`src/rtl/jk_bank_pkg.sv`:
```
// Shared encodings for the JK flip-flop bank controller.
package jk_bank_pkg;

  localparam int unsigned N_DEF  = 4;
  localparam int unsigned CW_DEF = 8;
  localparam int unsigned OP_W   = 3;

  localparam logic [OP_W-1:0] OP_NOP    = 3'd0;
  localparam logic [OP_W-1:0] OP_CLEAR  = 3'd1;
  localparam logic [OP_W-1:0] OP_SET    = 3'd2;
  localparam logic [OP_W-1:0] OP_RESET  = 3'd3;
  localparam logic [OP_W-1:0] OP_TOGGLE = 3'd4;
  localparam logic [OP_W-1:0] OP_LOAD   = 3'd5;
  localparam logic [OP_W-1:0] OP_CNT_UP = 3'd6;
  localparam logic [OP_W-1:0] OP_CNT_DN = 3'd7;

  typedef enum logic [2:0] {
    S_IDLE   = 3'd0,
    S_APPLY  = 3'd1,
    S_COUNT  = 3'd2,
    S_SETTLE = 3'd3,
    S_DONE   = 3'd4
  } state_e;

endpackage

```
`src/rtl/jk_toggle_vec.sv`:
```
// Toggle-enable vector that makes a JK bank step one count up or down.
module jk_toggle_vec #(
  parameter int unsigned N = 4
) (
  input  logic         i_up,
  input  logic [N-1:0] i_q,
  output logic [N-1:0] o_t
);

  logic w_run_up;
  logic w_run_dn;

  // Bit i toggles when every lower bit is 1 (up) or 0 (down).
  always_comb begin
    w_run_up = 1'b1;
    w_run_dn = 1'b1;
    o_t      = '0;
    for (int i = 0; i < int'(N); i++) begin
      o_t[i]   = i_up ? w_run_up : w_run_dn;
      w_run_up = w_run_up & i_q[i];
      w_run_dn = w_run_dn & ~i_q[i];
    end
  end

endmodule

```
`src/rtl/jk_bank_ctrl.sv`:
```
// Command-driven sequencer for an external bank of JK flip-flops.
module jk_bank_ctrl
  import jk_bank_pkg::*;
#(
  parameter int unsigned N  = N_DEF,
  parameter int unsigned CW = CW_DEF
) (
  input  logic            clk,
  input  logic            a_reset,
  input  logic            cmd_valid,
  output logic            cmd_ready,
  input  logic [OP_W-1:0] cmd_op,
  input  logic [N-1:0]    cmd_mask,
  input  logic [N-1:0]    cmd_data,
  input  logic [CW-1:0]   cmd_count,
  input  logic [N-1:0]    ff_q,
  output logic [N-1:0]    ff_j,
  output logic [N-1:0]    ff_k,
  output logic            ff_enable,
  output logic            ff_reset,
  output logic            busy,
  output logic            done,
  output logic [N-1:0]    result
);

  state_e          r_state;
  logic [OP_W-1:0] r_op;
  logic [CW-1:0]   r_rem;
  logic [N-1:0]    r_j;
  logic [N-1:0]    r_k;
  logic            r_en;
  logic            r_rst;
  logic            r_busy;
  logic            r_done;
  logic            r_rdy;
  logic [N-1:0]    r_result;

  state_e          w_state_nxt;
  logic [OP_W-1:0] w_op_nxt;
  logic [CW-1:0]   w_rem_nxt;
  logic [N-1:0]    w_j_nxt;
  logic [N-1:0]    w_k_nxt;
  logic            w_en_nxt;
  logic            w_rst_nxt;
  logic            w_is_cnt;
  logic            w_up;
  logic [N-1:0]    w_t;

  assign w_is_cnt = (cmd_op == OP_CNT_UP) || (cmd_op == OP_CNT_DN);
  assign w_up     = (r_op == OP_CNT_UP);

  jk_toggle_vec #(.N(N)) u_tvec (
    .i_up (w_up),
    .i_q  (ff_q),
    .o_t  (w_t)
  );

  // While counting, J/K must track the live Q, so the T vector bypasses the register.
  assign ff_j      = (r_state == S_COUNT) ? w_t : r_j;
  assign ff_k      = (r_state == S_COUNT) ? w_t : r_k;
  assign ff_enable = r_en;
  assign ff_reset  = r_rst;
  assign busy      = r_busy;
  assign done      = r_done;
  assign cmd_ready = r_rdy;
  assign result    = r_result;

  // Next-state decode; bank drive values are computed for the state being entered.
  always_comb begin
    w_state_nxt = r_state;
    w_op_nxt    = r_op;
    w_rem_nxt   = r_rem;
    w_j_nxt     = '0;
    w_k_nxt     = '0;
    w_en_nxt    = 1'b0;
    w_rst_nxt   = 1'b1;
    case (r_state)
      S_IDLE: begin
        if (cmd_valid && r_rdy) begin
          w_op_nxt  = cmd_op;
          w_rem_nxt = cmd_count;
          if (w_is_cnt) begin
            if (cmd_count != '0) begin
              w_state_nxt = S_COUNT;
              w_en_nxt    = 1'b1;
            end else begin
              w_state_nxt = S_SETTLE;
            end
          end else begin
            w_state_nxt = S_APPLY;
            w_en_nxt    = (cmd_op != OP_NOP);
            case (cmd_op)
              OP_CLEAR:  w_rst_nxt = 1'b0;
              OP_SET:    w_j_nxt   = cmd_mask;
              OP_RESET:  w_k_nxt   = cmd_mask;
              OP_TOGGLE: begin
                w_j_nxt = cmd_mask;
                w_k_nxt = cmd_mask;
              end
              OP_LOAD: begin
                w_j_nxt = cmd_mask & cmd_data;
                w_k_nxt = cmd_mask & ~cmd_data;
              end
              default: ;
            endcase
          end
        end
      end
      S_APPLY:  w_state_nxt = S_SETTLE;
      S_COUNT: begin
        if (r_rem == CW'(1)) begin
          w_state_nxt = S_SETTLE;
        end else begin
          w_rem_nxt = r_rem - CW'(1);
          w_en_nxt  = 1'b1;
        end
      end
      S_SETTLE: w_state_nxt = S_DONE;
      S_DONE:   w_state_nxt = S_IDLE;
      default:  w_state_nxt = S_IDLE;
    endcase
  end

  // State, command latches and registered outputs.
  always_ff @(posedge clk or negedge a_reset) begin
    if (!a_reset) begin
      r_state  <= S_IDLE;
      r_op     <= OP_NOP;
      r_rem    <= '0;
      r_j      <= '0;
      r_k      <= '0;
      r_en     <= 1'b0;
      r_rst    <= 1'b1;
      r_busy   <= 1'b0;
      r_done   <= 1'b0;
      r_rdy    <= 1'b0;
      r_result <= '0;
    end else begin
      r_state <= w_state_nxt;
      r_op    <= w_op_nxt;
      r_rem   <= w_rem_nxt;
      r_j     <= w_j_nxt;
      r_k     <= w_k_nxt;
      r_en    <= w_en_nxt;
      r_rst   <= w_rst_nxt;
      r_busy  <= (w_state_nxt != S_IDLE);
      r_done  <= (w_state_nxt == S_DONE);
      r_rdy   <= (w_state_nxt == S_IDLE);
      if (r_state == S_SETTLE) begin
        r_result <= ff_q;
      end
    end
  end

endmodule

```
`config.mk`:
```
export PLATFORM = sky130hd
export DESIGN_NAME = jk_bank_ctrl
export DESIGN_NICKNAME = d
export VERILOG_FILES = /design/src/rtl/jk_bank_pkg.sv /design/src/rtl/jk_toggle_vec.sv /design/src/rtl/jk_bank_ctrl.sv
export SDC_FILE = /design/constraint.sdc
export NUM_CORES = 1
export LEC_CHECK = 0
export CAP_MARGIN = 20
export CORE_MARGIN = 5
export CORE_UTILIZATION = 54
export CTS_BUF_LIST = sky130_fd_sc_hd__clkbuf_8
export DETAILED_ROUTE_END_ITERATION = 6
export GPL_TIMING_DRIVEN = 0
export PLACE_DENSITY = 0.88
export SETUP_SLACK_MARGIN = 0.05
export SLEW_MARGIN = 20
export SYNTH_ARGS = -nofsm -noshare
export SYNTH_HDL_FRONTEND = slang
export SYNTH_SLANG_ARGS = --single-unit
export TNS_END_PERCENT = 100
```
`constraint.sdc`:
```
create_clock -name clk -period 3.6 [get_ports clk]
set_clock_uncertainty 0.2 [all_clocks]
set_input_delay 0.72 -clock clk [delete_from_list [all_inputs] [get_ports clk]]
set_output_delay 0.72 -clock clk [all_outputs]
set_load 0.1 [all_outputs]
```
; Yosys cells after proc, flatten, opt, wreduce, memory -nomap -nowiden
; Cells that the tools add are included.
[op_classes]
add_sub_neg = 1
eq_ne = 15
mux = 30
bitwise = 10
reduce_logical = 12
[op_table]
columns = op, n
row1 = two-way mux 4 bit, 8
row2 = == test 3 bit (second input constant), 6
row3 = two-way mux 8 bit, 2
row4 = case mux 4 bit (2 select lines), 2
row5 = case mux 8 bit (2 select lines), 1
row6 = == test 3 x 2 -> 1 bit (second input constant), 4
row7 = two-way mux 1 bit, 12
row8 = case mux 3 bit (4 select lines), 1
row9 = two-way mux 3 bit, 3
row10 = AND 4 bit, 2
row11 = == test 8 x 1 -> 1 bit (second input constant), 1
row12 = nonzero test 8 bit, 1
row13 = subtractor 8 x 1 -> 8 bit (second input constant), 1
row14 = == test 3 x 1 -> 1 bit (second input constant), 2
row15 = logical NOT 3 bit, 2
row16 = nonzero test 3 bit, 2
row17 = AND 1 bit, 4
row18 = != test 2 bit (second input constant), 2
row19 = NOT 4 bit, 1
row20 = OR reduction 2 bit, 2
row21 = NOT 1 bit, 3
row22 = AND reduction 3 bit, 1
row23 = case mux 1 bit (2 select lines), 1
row24 = AND reduction 2 bit, 1
row25 = 3 further kinds, 3
[totals]
reg_bits = 31
inputBits = 26
output_inout_bits = 17
wordCells = 79

; Longest topological paths before layout
; Gate-level depths: netlist of the first run.
[logic_depth]
depth_word = 6
ltp_mapped = 7
mapped_depth_nobuf = 6

; Modules after synthesis
; From an unflattened synthesis of the first run, not the netlist that was laid out.
[unflattened]
cells_unflattened = 195
area_unflattened_um2 = 1649.1
[modules_own_cells]
columns = module, n_inst, cells_per_inst, area_each_um2, seq_area_each_um2
row1 = jk_bank_ctrl, 1, 187, 1594.0, 777.0
row2 = jk_toggle_vec, 1, 8, 55.1, 0.0

; Least setup slack after synthesis of the first run
; Ideal clock, no wire load.
[synth_timing]
kind = reg2out
from = register r_state[2]
to = output port ff_j[2]
arrival_ps = 2440
required_ps = 2680
path_slack_ps = 240
stages_incl_launch_ff = 5
n_path_buf = 1
path_cell_list = dfrtp_1 -> nor3b_2 -> clkbuf_1 -> nor2_1 -> nor2_1
[synth_between]
elab_chain_cells = 2
[synth_lines]
columns = element, line
row1 = from (decl), jk_bank_ctrl.sv:26  ; state_e r_state;
row2 = from (signal assigned), jk_bank_ctrl.sv:139  ; r_state <= w_state_nxt;
row3 = == test 3 x 2 -> 1 bit, jk_bank_ctrl.sv:59  ; assign ff_j = (r_state == S_COUNT) ? w_t : r_j;
row4 = two-way mux 4 bit, jk_bank_ctrl.sv:59
row5 = to (decl), jk_bank_ctrl.sv:17  ; output logic [N-1:0] ff_j,
; Every way passes these cells.

; Worst setup path in the final report of the first run
[layout_timing]
from = register r_state[2]
to = output port ff_j[0]
; The elaborated chain is that of the path after synthesis.

==> run_results.csv, run 1 <==
group,metric,value,unit
yosys,avgSynthCellArea,8.59,sq um
yosys,ys_seq_area_frac,0.478,
yosys,synth-seq-cells,31,
placed_design,dp_hpwl,2.72,mm
yosys,netlist_area,1620,sq um
worst_setup_path,path_delay_family,"buffers and inverters",
worst_setup_path,cp_max_fo,10,
layout,syn2layout_area_growth,34.4,%
detailed_routing,via_per_inst,5.50,
sta,maxSlewHeadroom,0.348,
detailed_routing,antenna_left,0,
placed_design,io_buffers,40,
worst_setup_path,cp_slowest_cell,"dlygate4sd2_1",
worst_setup_path,cp-start-kind,"flip-flop",
worst_setup_path,worstSetupPathType,"flip-flop to output port",
detailed_routing,routedWlPerCell,13.5,um
die,die_y,64.8,um
clock_tree,clockBufferDepth,2,
global_route,grt_max_degree,32,
clock_tree,clk_pin_slew,0.06,ns
sta,setup_viol,0,
layout,fillers,219,
yosys,syn_inst,189,
die,dieArea,4200,sq um
detailed_routing,drc_errors,0,
min_path,hold_class,"input port to asynchronous set/reset pin",
detailed_routing,wl,3.65,mm
clock_tree,cts_buffers,5,
worst_setup_path,slowest_delay,0.86,ns
yosys,yosysWarningCount,0,
detailed_routing,drtPass1Iterations,4,
outcome,status,"finished, final reports clean",
worst_setup_path,crit_chain,"or3b_2 > clkbuf_1 > nand2b_1 > dlygate4sd2_1",
die,num_rows,20,
clock_tree,cts_tree,"yes",
sta,period_needed,3.44,ns
sta,final.period_utilization,0.956,
clock_tree,cts_root_buf,"clkbuf_8",
clock_tree,post_cts_buffers,0,
clock_tree,postCtsHoldBufs,0,
sta,finalSetupTns,0,ns
global_route,antenna_found_initial,0,
worst_setup_path,endpoint_kind,"output port",
die,initial_core_util,0.545,
sta,holdWs,0.262,ns
global_route,grtUsageTotal,0.193,
layout,n_antenna_cell,0,
layout,fin_util,0.733,
die,die_width,64.8,um
layout,drive_gt1_frac,0.0970,
layout,mostFrequentLayoutCells,"nand2_1 (38), clkdlybuf4s50_1 (31), dfrtp_1 (30)",
detailed_routing,drt-initial-drc-count,76,
flow_run,drv_cap,0,
worst_setup_path,critical_path_required,2.68,ns
die,core_area,2980,sq um
detailed_routing,vias,1486,
layout,fin_nets,264,
sta,worst_pin_slew,0.974,ns
yosys,syn-num-nets,217,
worst_setup_path,critPathBufInv,2,
sta,finalHoldViolCount,0,
clock_tree,h-tree-depth,2,
global_route,grt_overflow,0,
sta,fmax,291,MHz
clock_tree,clock_latency,0.28,ns
placed_design,gp_congestion,0.835,
sta,drv_slew,0,
die,io_pins,43,
global_route,grt_pass1_vias,1464,
layout,layout_commonest_cell,"nand2_1",
worst_setup_path,crit_arrival,2.52,ns
yosys,ys_types,40,
sta,rsz0062_at_grt,"false",
global_route,grt_pass1_wl,6.27,mm
clock_tree,cts_sinks,31,
kinds of logic after synthesis:
group                      share of synthesized area
and+or+nand+nor                                0.278
AOI/OAI and AO/OA                              0.174
DFF                                            0.478
buffers and inverters                         0.0416
adders and majority gates                     0.0154
xor gates and xnor gates                     0.00539
muxes                                        0.00693
layout make-up:
type	count	area, sq um	share of cell area
multi-input cells	141	792	0.363
flip-flops and latches	31	777	0.356
plain buffers	10	41.3	0.0189
clock inverters	1	7.51	0.00344
inverters	7	26.3	0.0120
clock buffers	7	96.3	0.0442
repair buffers	40	400	0.183
well taps	33	41.3	0.0189
flip-flops by register name (all words and copies together) (netlist names), 3 cells and up:
signal and cells:
r_state 3, r_op 3, result 4, r_rem 8, r_j 4, r_k 4
path summary, 6_finish.rpt:
kind,startpoint,endpoint,slack (ns),depth (start not counted)
hold reg to reg,result[2]$_DFFE_PN0N_,result[2]$_DFFE_PN0N_,0.28,2
setup reg to reg,r_rem[4]$_DFFE_PN0P_,r_rem[5]$_DFFE_PN0P_,1.35,5
max in group asynchronous,a_reset,result[1]$_DFFE_PN0N_,2.51,1
min in group clk,result[2]$_DFFE_PN0N_,result[2]$_DFFE_PN0N_,0.28,2
setup / recovery,r_state[2]$_DFF_PN0_,ff_j[0],0.16,4
hold / removal,a_reset,r_rem[5]$_DFFE_PN0P_,0.26,1
through the flow:
stage | cell area [sq um] | setup WS [ns] | std cells
6_report | 2180 | 0.159 | 270
5_1_grt | 2180 | 0.0497 | 270
4_1_cts | 2180 | 0.116 | 270
3_5_place_dp | 2070 | -0.208 | 262
3_3_place_gp | 2070 | -0.205 | 262
2_1_floorplan | 1620 | 0.240 | 189
synth_stat cells:
cell	number	area [sq um]
o221ai_1	1	8.76
o22ai_1	3	18.8
inv_1	7	26.3
nor3_1	3	15.0
a31oi_1	1	6.26
nand2_1	38	143
ha_1	2	25.0
and2_1	2	12.5
o2bb2a_1	1	10.0
or2_2	1	6.26
nand2b_1	2	12.5
nand3b_1	1	7.51
nor2b_1	3	18.8
or4_4	1	11.3
o21ai_0	8	40.0
nand4_1	1	6.26
a22oi_1	3	22.5
clkbuf_1	9	33.8
or3b_2	1	8.76
o211ai_1	3	22.5
xor2_1	1	8.76
dfstp_2	1	26.3
o311ai_0	1	8.76
nor3b_1	2	15.0
and3b_1	1	8.76
dfrtp_1	30	751
a41oi_1	1	8.76
o41ai_4	1	27.5
nor2_1	24	90.1
or3_1	1	6.26
mux2_1	1	11.3
nor3b_2	1	12.5
buf_4	1	7.51
nor4_1	6	37.5
or4_1	2	15.0
o22a_1	2	17.5
nand3_1	5	25.0
a311oi_1	1	8.76
a21oi_1	15	75.1
a211oi_1	1	7.51
repair_timing:
action / 4_1_cts / 5_1_grt
gates resized for setup: 20 / 1
endpoints found under the setup margin: 8 / 2
endpoints found under the hold margin: 0 / 0
per-layer routing:
metal  share of wire  track usage
met1            0.44        0.237
met2            0.49        0.321
met3           0.044       0.0485
met4           0.022       0.0792
met5               0            0
worst reg2reg max path, cell delays in order (launching register included):
cell,delay [ns]
dfrtp_1,0.42
or4_4,0.60
o41ai_4,0.45
and2_1,0.21
buf_4,0.14
o221ai_1,0.11
Power of run 1 is left out: the tool's default activity adds up to more than one toggle a clock period on the data nets, which glitch-free logic cannot reach.
==> run 2: changes to the inputs <==
MAX_ROUTING_LAYER = met4   (was not set)
PLACE_DENSITY = 0.85   (was 0.88)
SYNTH_HIERARCHICAL = 1   (was not set)
==> run_results.csv, run 2 <==
group,metric,value,unit
worst_setup_path,reg2reg_from,"r_state[2]$_DFF_PN0_",
clock_tree,postCtsHoldBufs,0,
placed_design,dp.cells,268,
global_route,grtUsageTotal,0.220,
yosys,yosys-top-cells-count,"nand2_1 (53), dfrtp_1 (30), nor2_1 (17)",
yosys,synth_top_family_by_area,"simple AND/OR/NAND/NOR gates",
clock_tree,h-tree-depth,2,
global_route,grt_overflow,0,
worst_setup_path,worstSetupPathType,"input port to output port",
worst_setup_path,rr_worst_depth,5,
worst_setup_path,slowest_delay,0.55,ns
placed_design,io_buffers,40,
layout,final_cell_count_no_fill,276,
detailed_routing,antenna_left,0,
layout,mostFrequentLayoutCells,"nand2_1 (53), clkdlybuf4s50_1 (31), dfrtp_1 (30)",
layout,drive_gt1_frac,0.123,
clock_tree,cts_sinks,31,
yosys,yosysMostFrequentCell,"nand2_1",
die,die_width,65.3,um
placed_design,dp_hpwl,2.99,mm
layout,n_antenna_cell,0,
power,power_switching,1.14,mW
power,ir_drop,0.566,mV
die,die_y,65.3,um
power,p_sw_frac,0.535,
detailed_routing,wl,4.05,mm
die,dieArea,4260,sq um
detailed_routing,drtPass1Iterations,4,
detailed_routing,vias,1584,
yosys,yosysTopAreaCell,"dfrtp_1",
worst_setup_path,critical_path_required,2.68,ns
outcome,status,"finished, final reports clean",
die,initial_core_util,0.549,
worst_setup_path,cp_common_cell,"nand2_1",
yosys,syn-num-nets,223,
power,internal-power,992,uW
detailed_routing,via_per_inst,5.74,
yosys,synth_area_leaders,"dfrtp_1 (46%), nand2_1 (12%), a21oi_1 (4.2%)",
sta,worst_pin_slew,0.971,ns
yosys,synthAdderAreaFrac,0.0152,
sta,period_needed,3.35,ns
layout,top_register,"r_rem",
placed_design,gp_congestion,0.913,
yosys,synth-compound-area-share,0.174,
yosys,avgSynthCellArea,8.46,sq um
layout,largest_register_ff_count,8,
yosys,synth-main-ff-cell,"dfrtp_1",
yosys,ys_types,41,
clock_tree,clk_pin_slew,0.07,ns
sta,maxSlewHeadroom,0.350,
detailed_routing,drt-initial-drc-count,102,
layout,fin_nets,270,
yosys,synth-edff-count,0,
clock_tree,cts_tree,"yes",
die,io_pins,43,
sta,final.period_utilization,0.930,
worst_setup_path,cp_max_fo,5,
clock_tree,clock_latency,0.28,ns
yosys,yosysWarningCount,6,
worst_setup_path,endpoint_kind,"output port",
sta,fmax,299,MHz
yosys,muxShareOfSynthArea,0.00910,
power,p_per_area,973,nW/um^2
global_route,grt_max_degree,32,
yosys,synth_xor_area_frac,0.0106,
worst_setup_path,r2r-end,"r_rem[1]$_DFFE_PN0P_",
detailed_routing,drc_errors,0,
sta,rsz0062_at_grt,"false",
die,num_rows,20,
global_route,antenna_found_initial,0,
layout,layout_commonest_cell,"nand2_1",
power,p_comb_frac,0.601,
power,p_clk_frac,0.125,
worst_setup_path,r2r_slack,1.46,ns
layout,fillers,241,
sta,setup_viol,0,
clock_tree,clockBufferDepth,2,
worst_setup_path,cp-start-kind,"input port",
die,core_area,3000,sq um
yosys,synth-simple-area-share,0.270,
yosys,yosysTopAreaCellShare,0.455,
clock_tree,post_cts_buffers,0,
yosys,netlist_area,1650,sq um
worst_setup_path,crit_chain,"clkdlybuf4s50_1 > or2_1 > o21ai_0 > nand2_1 > nand2_1 > clkdlybuf4s15_2",
yosys,syn_inst,195,
flow_run,drv_cap,0,
sta,finalSetupTns,0,ns
power,p_leak,0.987,nW
min_path,hold_class,"input port to asynchronous set/reset pin",
sta,finalHoldViolCount,0,
global_route,grt_pass1_vias,1535,
yosys,async_flop_share,1.00,
worst_setup_path,cp_slowest_cell,"clkdlybuf4s15_2",
power,p_seq_frac,0.275,
clock_tree,cts_buffers,5,
yosys,synth-seq-cells,31,
clock_tree,cts_root_buf,"clkbuf_8",
power,p_total,2.13,mW
worst_setup_path,crit_arrival,2.43,ns
sta,drv_slew,0,
layout,syn2layout_area_growth,32.9,%
detailed_routing,routedWlPerCell,14.7,um
global_route,grt_pass1_wl,7.00,mm
yosys,ys_seq_area_frac,0.471,
[run 2: worst max path at each step]
stage                                     from      end  slack (ns)
after detailed placement               ff_q[0]  ff_j[2]       -0.30
final                                  ff_q[0]  ff_k[2]        0.25
after CTS                 r_state[2]$_DFF_PN0_  ff_k[0]        0.15
after global placement                 ff_q[0]  ff_k[3]       -0.28
after global routing      r_state[1]$_DFF_PN0_  ff_k[0]        0.15
after floorplan           r_state[1]$_DFF_PN0_  ff_j[0]        0.73
[run 2: cell type report]
| class | instances | area, sq um | share of cell area |
|---|---|---|---|
| buffer | 11 | 53.8 | 0.0245 |
| clock buffer | 5 | 68.8 | 0.0314 |
| clock inverter | 3 | 15.0 | 0.00685 |
| inverter | 7 | 26.3 | 0.0120 |
| multi-input combinational | 146 | 805 | 0.367 |
| sequential | 31 | 777 | 0.354 |
| tap | 33 | 41.3 | 0.0188 |
| timing repair buffer | 40 | 405 | 0.185 |
[run 2: kinds of logic after synthesis]
group | after synthesis
other | 1
muxes | 1
xor gates and xnor gates | 2
buffers and inverters | 18
DFF | 31
adders and majority gates | 2
AOI/OAI and AO/OA | 43
and+or+nand+nor | 97
[run 2: per-stage QoR]
step	cell area, sq um	utilization	hold WS [ns]	setup slack (ns)
after CTS	2190	0.728	0.279	0.155
after floorplan	1650	-	0.224	0.729
after global routing	2190	0.730	0.299	0.151
final	2190	0.730	0.264	0.253
after global placement	2090	0.696	0.257	-0.280
after detailed placement	2090	0.697	0.263	-0.304
[run 2: repair_timing]
item	in CTS	in global routing
hold endpoints to repair	0	0
setup endpoints to repair	8	8
gates resized for setup	24	3
gates cloned	0	0
[run 2: power by group through the flow]
stage | clock network [mW] | logic [mW] | registers (mW)
2_1_floorplan | 0 | 0.688 | 0.867
3_3_place_gp | 0 | 1.26 | 0.580
3_5_place_dp | 0 | 1.28 | 0.590
4_1_cts | 0.268 | 1.28 | 0.583
5_1_grt | 0.293 | 1.37 | 0.606
6_report | 0.266 | 1.28 | 0.586
[run 2: worst max-delay path: cells and delay by family]
kind,cells,cell delay (ns)
buffers and inverters,2,1.04
and+or+nand+nor,3,0.48
AOI/OAI and AO/OA,1,0.19
[run 2: metal layers]
metal | part of all wire | up-vias | wire (um) | GRT usage
met3 | 0.078 | 6 | 318 | 0.0564
li1 | - | 772 | - | -
met4 | 0.013 | 0 | 54 | 0.0751
met1 | 0.42 | 749 | 1710 | 0.277
met5 | 0 | - | 0 | -
met2 | 0.49 | 57 | 1970 | 0.346
(Power assumes the default switching activity.)
